$ cat src/rtl/ex_multicycle_sched.sv
// Sequences multi-cycle EX units (mul/div, atomic, FPU) around the EX/MEM register.
// Issues one start pulse per op and stalls upstream until done, timeout or flush.
module ex_multicycle_sched #(
    parameter int TIMEOUT_CYCLES = 256,
    parameter int CNT_W          = 32
) (
    input  logic             clk,
    input  logic             reset,
    input  logic             ex_valid,
    input  logic             ex_is_muldiv,
    input  logic             ex_is_atomic,
    input  logic             ex_is_fp_multi,
    input  logic             mem_busy,
    input  logic             flush,
    input  logic             muldiv_done,
    input  logic             atomic_done,
    input  logic             fpu_done,
    output logic             muldiv_start,
    output logic             atomic_start,
    output logic             fpu_start,
    output logic             unit_kill,
    output logic             ex_stall,
    output logic             hold_exmem,
    output logic             ex_result_valid,
    output logic [1:0]       ex_unit_sel,
    output logic             timeout_err,
    output logic [CNT_W-1:0] busy_cycles
);

    typedef enum logic [1:0] {IDLE, START, WAIT, DONE} state_t;

    state_t      state;
    logic [1:0]  sel;
    logic [15:0] tmo_cnt;
    logic        req;
    logic [1:0]  req_sel;
    logic        sel_done;
    logic        tmo_hit;

    assign req     = ex_valid & (ex_is_muldiv | ex_is_atomic | ex_is_fp_multi);
    assign req_sel = ex_is_muldiv ? 2'b01 : (ex_is_atomic ? 2'b10 : 2'b11);
    assign tmo_hit = (tmo_cnt == 16'(TIMEOUT_CYCLES - 1));

    // Only the done of the unit actually started is honoured.
    always_comb begin
        sel_done = 1'b0;
        case (sel)
            2'b01:   sel_done = muldiv_done;
            2'b10:   sel_done = atomic_done;
            2'b11:   sel_done = fpu_done;
            default: sel_done = 1'b0;
        endcase
    end

    always_comb begin
        muldiv_start    = 1'b0;
        atomic_start    = 1'b0;
        fpu_start       = 1'b0;
        unit_kill       = 1'b0;
        ex_stall        = 1'b0;
        ex_result_valid = 1'b0;
        hold_exmem      = mem_busy;
        ex_unit_sel     = sel;
        case (state)
            IDLE: begin
                if (req) begin
                    ex_stall = 1'b1;
                end else begin
                    ex_stall        = mem_busy;
                    ex_result_valid = ex_valid & ~flush;
                end
            end
            START: begin
                ex_stall     = 1'b1;
                muldiv_start = (sel == 2'b01) & ~flush;
                atomic_start = (sel == 2'b10) & ~flush;
                fpu_start    = (sel == 2'b11) & ~flush;
                unit_kill    = flush;
            end
            WAIT: begin
                ex_stall  = 1'b1;
                unit_kill = flush | (~sel_done & tmo_hit);
            end
            DONE: begin
                ex_stall        = mem_busy;
                ex_result_valid = ~mem_busy & ~flush;
            end
            default: ;
        endcase
        // Asynchronous reset silences every control output immediately.
        if (reset) begin
            muldiv_start    = 1'b0;
            atomic_start    = 1'b0;
            fpu_start       = 1'b0;
            unit_kill       = 1'b0;
            ex_stall        = 1'b0;
            ex_result_valid = 1'b0;
            hold_exmem      = 1'b0;
            ex_unit_sel     = 2'b00;
        end
    end

    always_ff @(posedge clk or posedge reset) begin
        if (reset) begin
            state       <= IDLE;
            sel         <= 2'b00;
            tmo_cnt     <= '0;
            timeout_err <= 1'b0;
            busy_cycles <= '0;
        end else begin
            case (state)
                IDLE: begin
                    if (req & ~flush & ~mem_busy) begin
                        sel   <= req_sel;
                        state <= START;
                    end
                end
                START: begin
                    tmo_cnt <= '0;
                    if (flush) begin
                        sel   <= 2'b00;
                        state <= IDLE;
                    end else begin
                        state <= WAIT;
                    end
                end
                WAIT: begin
                    if (busy_cycles != {CNT_W{1'b1}})
                        busy_cycles <= busy_cycles + 1'b1;
                    if (flush) begin
                        sel   <= 2'b00;
                        state <= IDLE;
                    end else if (sel_done) begin
                        state <= DONE;
                    end else if (tmo_hit) begin
                        timeout_err <= 1'b1;
                        state       <= DONE;
                    end else begin
                        tmo_cnt <= tmo_cnt + 1'b1;
                    end
                end
                DONE: begin
                    if (flush | ~mem_busy) begin
                        sel   <= 2'b00;
                        state <= IDLE;
                    end
                end
                default: state <= IDLE;
            endcase
        end
    end

endmodule
$ cat config.mk
export PLATFORM = sky130hd
export DESIGN_NAME = ex_multicycle_sched
export DESIGN_NICKNAME = d
export VERILOG_FILES = /design/src/rtl/ex_multicycle_sched.sv
export SDC_FILE = /design/constraint.sdc
export NUM_CORES = 1
export LEC_CHECK = 0
export CORE_MARGIN = 2
export CORE_UTILIZATION = 58
export CTS_BUF_LIST = sky130_fd_sc_hd__clkbuf_8
export DETAILED_ROUTE_END_ITERATION = 12
export PLACE_DENSITY = 0.87
export SYNTH_ARGS = -nofsm -noshare
export SYNTH_HDL_FRONTEND = slang
export SYNTH_SLANG_ARGS = --single-unit
$ cat constraint.sdc
create_clock -name clk -period 6 [get_ports clk]
set_input_delay 1.2 -clock clk [delete_from_list [all_inputs] [get_ports clk]]
set_output_delay 1.2 -clock clk [all_outputs]
set_load 0.05 [all_outputs]
==> impl_summary.txt, run 1 <==
----------------------------------------------------
[Outcome]
  Result of the run ... complete, no violations

[Global route]
  Initial antenna violation count ... 0
  Vias in the first global route ... 2,349
  All-layer global routing usage ... 24.7%
  First-pass GRT wire length ... 10.6 mm
  Largest net degree at the start of global routing ... 54
  Total congestion overflow after global routing ... 0

[Detailed routing]
  Via count of the routed design ... 2,424
  Final routed DRC violation total ... 0
  Count of TritonRoute iterations in the first routing pass ... 4
  Number of violations reported at the end of detailed-routing iteration 0 ... approximately 170
  Via/cell ratio ... 5.96
  Routed wire length per instance ... 15.9 um
  Final Routed Wirelength ... between 6 and 7 mm
  Remaining antenna violation count after routing ... 0

[Setup path]
  Category of the worst setup path launch point ... input port
  Most prevalent standard cell on the critical path ... clkdlybuf4s50_1
  Critical Path End Type ... primary output
  Crit path required time ... around 4800 ps
  Critical path, cell by cell ... clkdlybuf4s50_1 -> mux2_2 -> a211oi_1 -> o21ai_0 -> a21oi_1 -> clkdlybuf4s50_1
  Data arrival at the endpoint of the critical path ... around 3200 ps
  Max Fanout on Critical Path ... 3
  Crit-path max cell delay ... just over 800 ps
  Worst setup path class ... in -> out
  Critical path buffer and inverter count ... 2
  Crit-path leading delay family ... buffers and inverters
  Slowest cell on the critical path ... clkdlybuf4s50_1
  Worst reg-to-reg setup slack ... 3480 ps

[Final layout]
  Area Overhead vs Synth ... 24.7%
  Diodes inserted ... 0
  Final non-filler cell total ... 407
  Leading cell types in the layout, fill and taps excluded ... 53 x dfrtp_1, 52 x clkdlybuf4s50_1, 28 x nand2_1
  Most frequent standard cell in the layout excluding fill and tap cells ... dfrtp_1
  Final #Nets ... ~360
  Fraction of layout instances using a drive strength above 1 ... 8.24%
  Layout Utilization ... 75.3%

[Synth]
  Post-Synthesis Cells ... 284
  Area share of the largest cell type after synthesis ... a little under half
  Top area cells in the synthesized netlist ... dfrtp_1 47%, xor2_1 5.2%, xnor2_1 4.9%, nand2_1 3.7%, nand4_1 3.5%
  Post-synthesis register bit count ... between 50 and 60
  Synthesized area ... ~2900 um2
  Number of warnings issued by yosys ... 0
  Most instantiated flip-flop cell in the synthesis netlist ... dfrtp_1
  Async SR Flop Fraction ... 100%
  Mapped Nets ... 302
  Mean post-synth cell area ... 10.0 um2
  Sequential area share after synthesis ... 46.5%
  Number of enable-type register cells in the synthesized netlist ... 0
  Number of distinct library cells after synthesis ... 47
  Post-synth top area cell ... dfrtp_1

[Clocking]
  H-tree lvl count ... 2
  Clock tree from TritonCTS ... yes
  Worst-case clock buffer depth ... 2
  Hold-fix buffers at CTS ... 0
  Clock tree sinks ... 53
  Clock latency on the worst-skew pair ... 300 ps
  Number of buffers added for setup after CTS ... 0
  Number of buffers created by CTS ... 5
  Clock-pin slew on the worst setup and hold paths ... 100 ps
  Post-cts resize count ... 0
  Root Buffer ... clkbuf_8

[Placement]
  Gp weighted congestion ... 0.851
  Detailed-placement wirelength estimate ... 4.51 mm
  Buffers on Ports ... 52
  Cells after DPL ... between 300 and 400
  Worst slack, placed ... between 1500 and 2000 ps

[Timing]
  Ratio of final minimum period to clock period ... 73.9%
  Endpoints failing setup ... 0
  Unrepaired setup endpoints after global routing ... false
  Final worst setup slack ... 1570 ps
  Total count of max-transition violations in the final report ... 0
  Maximum achievable frequency ... between 0.2 and 0.25 GHz
  Relative slew slack ... 57.0%
  Count of endpoints failing hold in the final timing report ... 0
  Final total negative setup slack ... 0 ps
  Post-route clock skew ... 9.55 ps
  Time the final worst path needs with I/O delays and setup ... 4430 ps
  Slew @ Worst Pin ... 645 ps

[Floorplanning]
  I/O pin count ... 53
  Die outline area ... around 5500 um2
  Placeable core region ... approximately 4700 um2
  Number of standard-cell rows in the floorplan ... 25
  Die Y ... 74.1 um
  Chip width ... ~74 um
  Initial standard-cell utilization of the core ... around three fifths

[Power]
  Internal ... 637 uW
  Leakage power total ... about 0.0015 uW
  Share of power burned in registers ... around two fifths
  Fraction of power consumed by combinational cells ... ~34%
  Power per cell area ... 285 nW/um2
  Design Power ... 1010 uW
  Net switching power ... 376 uW
  VDD IR-drop max ... 0.249 mV
  Switching share of power ... 37.1%
  Clock share of power ... 24.7%

[Worst hold path]
  Path type of the worst min-delay path ... reg -> reg

[Job]
  Number of violations of the max-capacitance limit ... 0

----------------------------------------------------
-- kinds of logic after synthesis --
logic type / after synthesis / synth area share [%]
simple gates: 127 / 24.4
xor+xnor: 33 / 10.1
fa+ha+maj: 7 / 3.07
buf+inv: 16 / 2.41
compound gates: 41 / 10.9
mux: 7 / 2.59
flops: 53 / 46.5
-- stage by stage --
| step | hold slack, ps | instance area, um2 |
|---|---|---|
| detailed placement | 463 | 3440 |
| floorplan | 453 | 2850 |
| CTS | 486 | 3560 |
| global route | 506 | 3560 |
| finish | 487 | 3560 |
| global placement | 455 | 3440 |
-- cells in the mapped netlist, drive strengths merged, types with 2 or more instances --
cell and instances:
o211ai 5, dfrtp 53, nand3 19, nand2 28, ha 7, buf 2
or3 3, inv 11, nor3 12, mux2i 4, nand2b 2, or4 2
xnor2 16, o21ai 8, nor2b 2, a31o 4, clkbuf 3, nor4 6
xor2 17, and3 8, mux2 3, and2 3, nand4 18, o31ai 5
a21oi 7, nor2 19, a211oi 4
-- path summary, 6_finish.rpt --
check / from / endpoint / cells after the start
min reg2reg: timeout_err$_DFFE_PP0P_ / timeout_err$_DFFE_PP0P_ / 1
max in group asynchronous: reset / busy_cycles[9]$_DFFE_PP0P_ / 3
max reg2reg: state[0]$_DFFE_PP0P_ / tmo_cnt[6]$_DFFE_PP0P_ / 7
max: fpu_done / unit_kill / 6
min in group asynchronous: reset / timeout_err$_DFFE_PP0P_ / 3
min: timeout_err$_DFFE_PP0P_ / timeout_err$_DFFE_PP0P_ / 1
-- per-layer routing --
| layer | global-route usage [%] | wire [um] | vias up |
|---|---|---|---|
| met5 | 0 | 0 | - |
| met4 | 8.89 | 95 | 0 |
| met3 | 5.01 | 349 | 15 |
| met2 | 43.3 | 3250 | 77 |
| met1 | 30.5 | 2770 | 1186 |
| li1 | - | - | 1146 |
-- final cells by class --
class | instances | area [um2]
timing repair buffer | 53 | 528
fill | 340 | 1170
clock buffer | 6 | 82.6
clock inverter | 2 | 37.5
sequential | 53 | 1330
tap | 67 | 83.8
inverter | 11 | 41.3
multi-input combinational | 215 | 1460
-- power groups by stage --
| stage | registers [uW] | logic, uW | clock network (uW) |
|---|---|---|---|
| 6_report | 415 | 348 | 250 |
| 5_1_grt | 420 | 380 | 267 |
| 4_1_cts | 415 | 349 | 255 |
| 3_5_place_dp | 421 | 347 | 0 |
| 3_3_place_gp | 420 | 339 | 0 |
| 2_1_floorplan | 454 | 218 | 0 |
-- registers in the layout, summed over array words and instances (netlist names) --
signal and count:
busy_cycles 32, sel 2, state 2, timeout_err 1, tmo_cnt 16
No activity file was read; power rests on OpenSTA's default activity.
==> run 2: changes to the inputs <==
--- a/config.mk
+++ b/config.mk
@@ -6,10 +6,10 @@
 export NUM_CORES = 1
 export LEC_CHECK = 0
 export CORE_MARGIN = 2
-export CORE_UTILIZATION = 58
+export CORE_UTILIZATION = 54
 export CTS_BUF_LIST = sky130_fd_sc_hd__clkbuf_8
 export DETAILED_ROUTE_END_ITERATION = 12
-export PLACE_DENSITY = 0.87
+export PLACE_DENSITY = 0.82
 export SYNTH_ARGS = -nofsm -noshare
 export SYNTH_HDL_FRONTEND = slang
 export SYNTH_SLANG_ARGS = --single-unit
==> constraint.sdc (replaced) <==
create_clock -name clk -period 4.4 [get_ports clk]
set_input_delay 0.88 -clock clk [delete_from_list [all_inputs] [get_ports clk]]
set_output_delay 0.88 -clock clk [all_outputs]
set_load 0.05 [all_outputs]
==> run 2 against run 1 <==
  * Clock skew shrank 1.3 ps
  * Wire length fell by 4.9%
  * Power is 32% higher
  * Critical path type unchanged
  * Largest cell class unchanged
  * Largest power group unchanged
==> impl_summary.txt, run 2 (synthesized netlist as in run 1, its figures left out) <==
----------------------------------------------------
[Worst hold path]
  Worst Hold Depth ... 1
  Path type of the worst min-delay path ... reg -> reg

[Floorplanning]
  Die outline area ... 5880 um2
  Number of standard-cell rows in the floorplan ... 26
  Die Y ... 76.7 um
  Chip width ... 76.7 um
  Placeable core region ... 5110 um2
  Initial standard-cell utilization of the core ... 55.8%
  I/O pin count ... 53

[Final layout]
  Most frequent standard cell in the layout excluding fill and tap cells ... dfrtp_1
  Final non-filler cell total ... 410
  Largest registers ranked by flip-flop count ... busy_cycles (32), tmo_cnt (16)
  Largest register by flop count ... busy_cycles
  Area Overhead vs Synth ... 24.2%
  Fraction of layout instances using a drive strength above 1 ... between 8 and 9%
  Leading cell types in the layout, fill and taps excluded ... 53 x dfrtp_1, 52 x clkdlybuf4s50_1, 28 x nand2_1
  Max FFs per register ... 32
  Diodes inserted ... 0
  Final #Nets ... 357

[Timing]
  Final worst setup slack ... about 620 ps
  Smallest hold slack ... roughly 470 ps
  Unrepaired setup endpoints after global routing ... false
  Time the final worst path needs with I/O delays and setup ... 3780 ps
  Ratio of final minimum period to clock period ... 86.0%
  Final total negative setup slack ... 0 ps
  Total count of max-transition violations in the final report ... 0
  Slew @ Worst Pin ... 662 ps
  Maximum achievable frequency ... 0.264 GHz
  Endpoints failing setup ... 0
  Relative slew slack ... 55.9%
  Count of endpoints failing hold in the final timing report ... 0
  Post-route clock skew ... 8.28 ps

[Power]
  VDD IR-drop max ... 0.302 mV
  Leakage power total ... 0.00155 uW
  Power per cell area ... around 380 nW/um2
  Design Power ... 1340 uW

[Detailed routing]
  Final routed DRC violation total ... 0
  Via count of the routed design ... 2,364
  Final Routed Wirelength ... 6.14 mm
  Count of TritonRoute iterations in the first routing pass ... 4
  Remaining antenna violation count after routing ... 0
  Via/cell ratio ... 5.77
  Number of violations reported at the end of detailed-routing iteration 0 ... 94
  Routed wire length per instance ... around 15 um

[Global route]
  First-pass GRT wire length ... 10.6 mm
  Vias in the first global route ... between 2,000 and 2,500
  All-layer global routing usage ... roughly 22%
  Total congestion overflow after global routing ... 0
  Initial antenna violation count ... 0
  Largest net degree at the start of global routing ... 54

[Clocking]
  Root Buffer ... clkbuf_8
  Number of buffers created by CTS ... 5
  Post-cts resize count ... 0
  H-tree lvl count ... 2
  Worst-case clock buffer depth ... 2
  Number of buffers added for setup after CTS ... 0
  Clock-pin slew on the worst setup and hold paths ... 90 ps
  Clock latency on the worst-skew pair ... between 300 and 400 ps
  Hold-fix buffers at CTS ... 0
  Clock tree sinks ... 53
  Clock tree from TritonCTS ... yes

[Job]
  Number of violations of the max-capacitance limit ... 0

[Setup path]
  Depth of the worst register-to-register path ... 7
  Worst setup path class ... in -> out
  Worst reg-to-reg setup slack ... about 1900 ps
  Category of the worst setup path launch point ... input port
  Max Fanout on Critical Path ... 3
  Crit path required time ... 3520 ps
  Data arrival at the endpoint of the critical path ... 2900 ps
  Critical Path End Type ... primary output

[Placement]
  Detailed-placement wirelength estimate ... 4.37 mm
  Worst slack, placed ... a little over 600 ps
  Buffers on Ports ... 52
  Cells after DPL ... 402
  Gp weighted congestion ... 0.848

[Outcome]
  Result of the run ... complete, no violations

----------------------------------------------------
## run 2: cell types whose count changed in the layout (fill, tap and decap cells not counted), sizes merged
cell,before,now
bufinv,1,0
clkinv,0,1
clkinvlp,1,0
clkbuf,6,7
## run 2: worst max-delay path: stages
cell	delay (ps)
clkdlybuf4s50_1	400
mux2_2	310
a211oi_1	220
o21ai_0	100
a21oi_1	170
clkdlybuf4s50_1	820
## run 2: worst paths after layout
check	from	to
worst min register to register	timeout_err$_DFFE_PP0P_	timeout_err$_DFFE_PP0P_
worst min-delay path	timeout_err$_DFFE_PP0P_	timeout_err$_DFFE_PP0P_
worst max register to register	state[0]$_DFFE_PP0P_	tmo_cnt[6]$_DFFE_PP0P_
min in group asynchronous	reset	sel[0]$_DFFE_PP0P_
worst max-delay path	fpu_done	unit_kill
max in group asynchronous	reset	busy_cycles[6]$_DFFE_PP0P_
## run 2: power breakdown
part | leakage, uW | total (uW) | switching, uW | internal (uW)
clock network | 0.0000542 | 302 | 160 | 143
logic | 0.000761 | 466 | 305 | 162
registers | 0.000731 | 567 | 45.5 | 522
## run 2: cell type report
cell class	count	area (um2)
Inverter	11	41.3
Clock buffer	7	96.3
Fill cell	409	1570
Tap cell	70	87.6
Timing Repair Buffer	53	528
Multi-Input combinational cell	215	1460
Sequential cell	53	1330
Clock inverter	1	5.00
## run 2: stage by stage
step | utilization, % | area [um2]
5_1_grt | 69.3 | 3540
3_5_place_dp | 67.3 | 3440
3_3_place_gp | 67.3 | 3440
6_report | 69.3 | 3540
4_1_cts | 69.3 | 3540
2_1_floorplan | - | 2850
## run 2: routing by layer
metal | share of wire [%] | up-vias | track usage [%] | wire (um)
met5 | 0 | - | 0 | 0
met3 | 4.3 | 7 | 4.35 | 265
met1 | 44 | 1171 | 27.0 | 2710
met2 | 50 | 47 | 37.9 | 3090
met4 | 1.4 | 0 | 7.45 | 83
li1 | - | 1139 | - | -
==> run 3: changes to the inputs <==
--- a/config.mk
+++ b/config.mk
@@ -6,10 +6,12 @@
 export NUM_CORES = 1
 export LEC_CHECK = 0
 export CORE_MARGIN = 2
-export CORE_UTILIZATION = 54
+export CORE_UTILIZATION = 58
 export CTS_BUF_LIST = sky130_fd_sc_hd__clkbuf_8
+export CTS_CLUSTER_DIAMETER = 150
 export DETAILED_ROUTE_END_ITERATION = 12
-export PLACE_DENSITY = 0.82
+export PLACE_DENSITY = 0.87
+export SKIP_CTS_REPAIR_TIMING = 1
 export SYNTH_ARGS = -nofsm -noshare
 export SYNTH_HDL_FRONTEND = slang
 export SYNTH_SLANG_ARGS = --single-unit
==> constraint.sdc (replaced) <==
create_clock -name clk -period 4.55 [get_ports clk]
set_input_delay 0.91 -clock clk [delete_from_list [all_inputs] [get_ports clk]]
set_output_delay 0.91 -clock clk [all_outputs]
set_load 0.05 [all_outputs]
==> results of run 3 <==
The final DEF is identical to that of run 1. Status: complete, no violations.
Main changes from that run: setup slack after placement 1580 ps -> 706 ps; setup slack after layout 1570 ps -> 699 ps; register-to-register setup slack 3480 ps -> 2030 ps; total power 1010 uW -> 1340 uW; worst IR drop on VDD 0.249 mV -> 0.329 mV
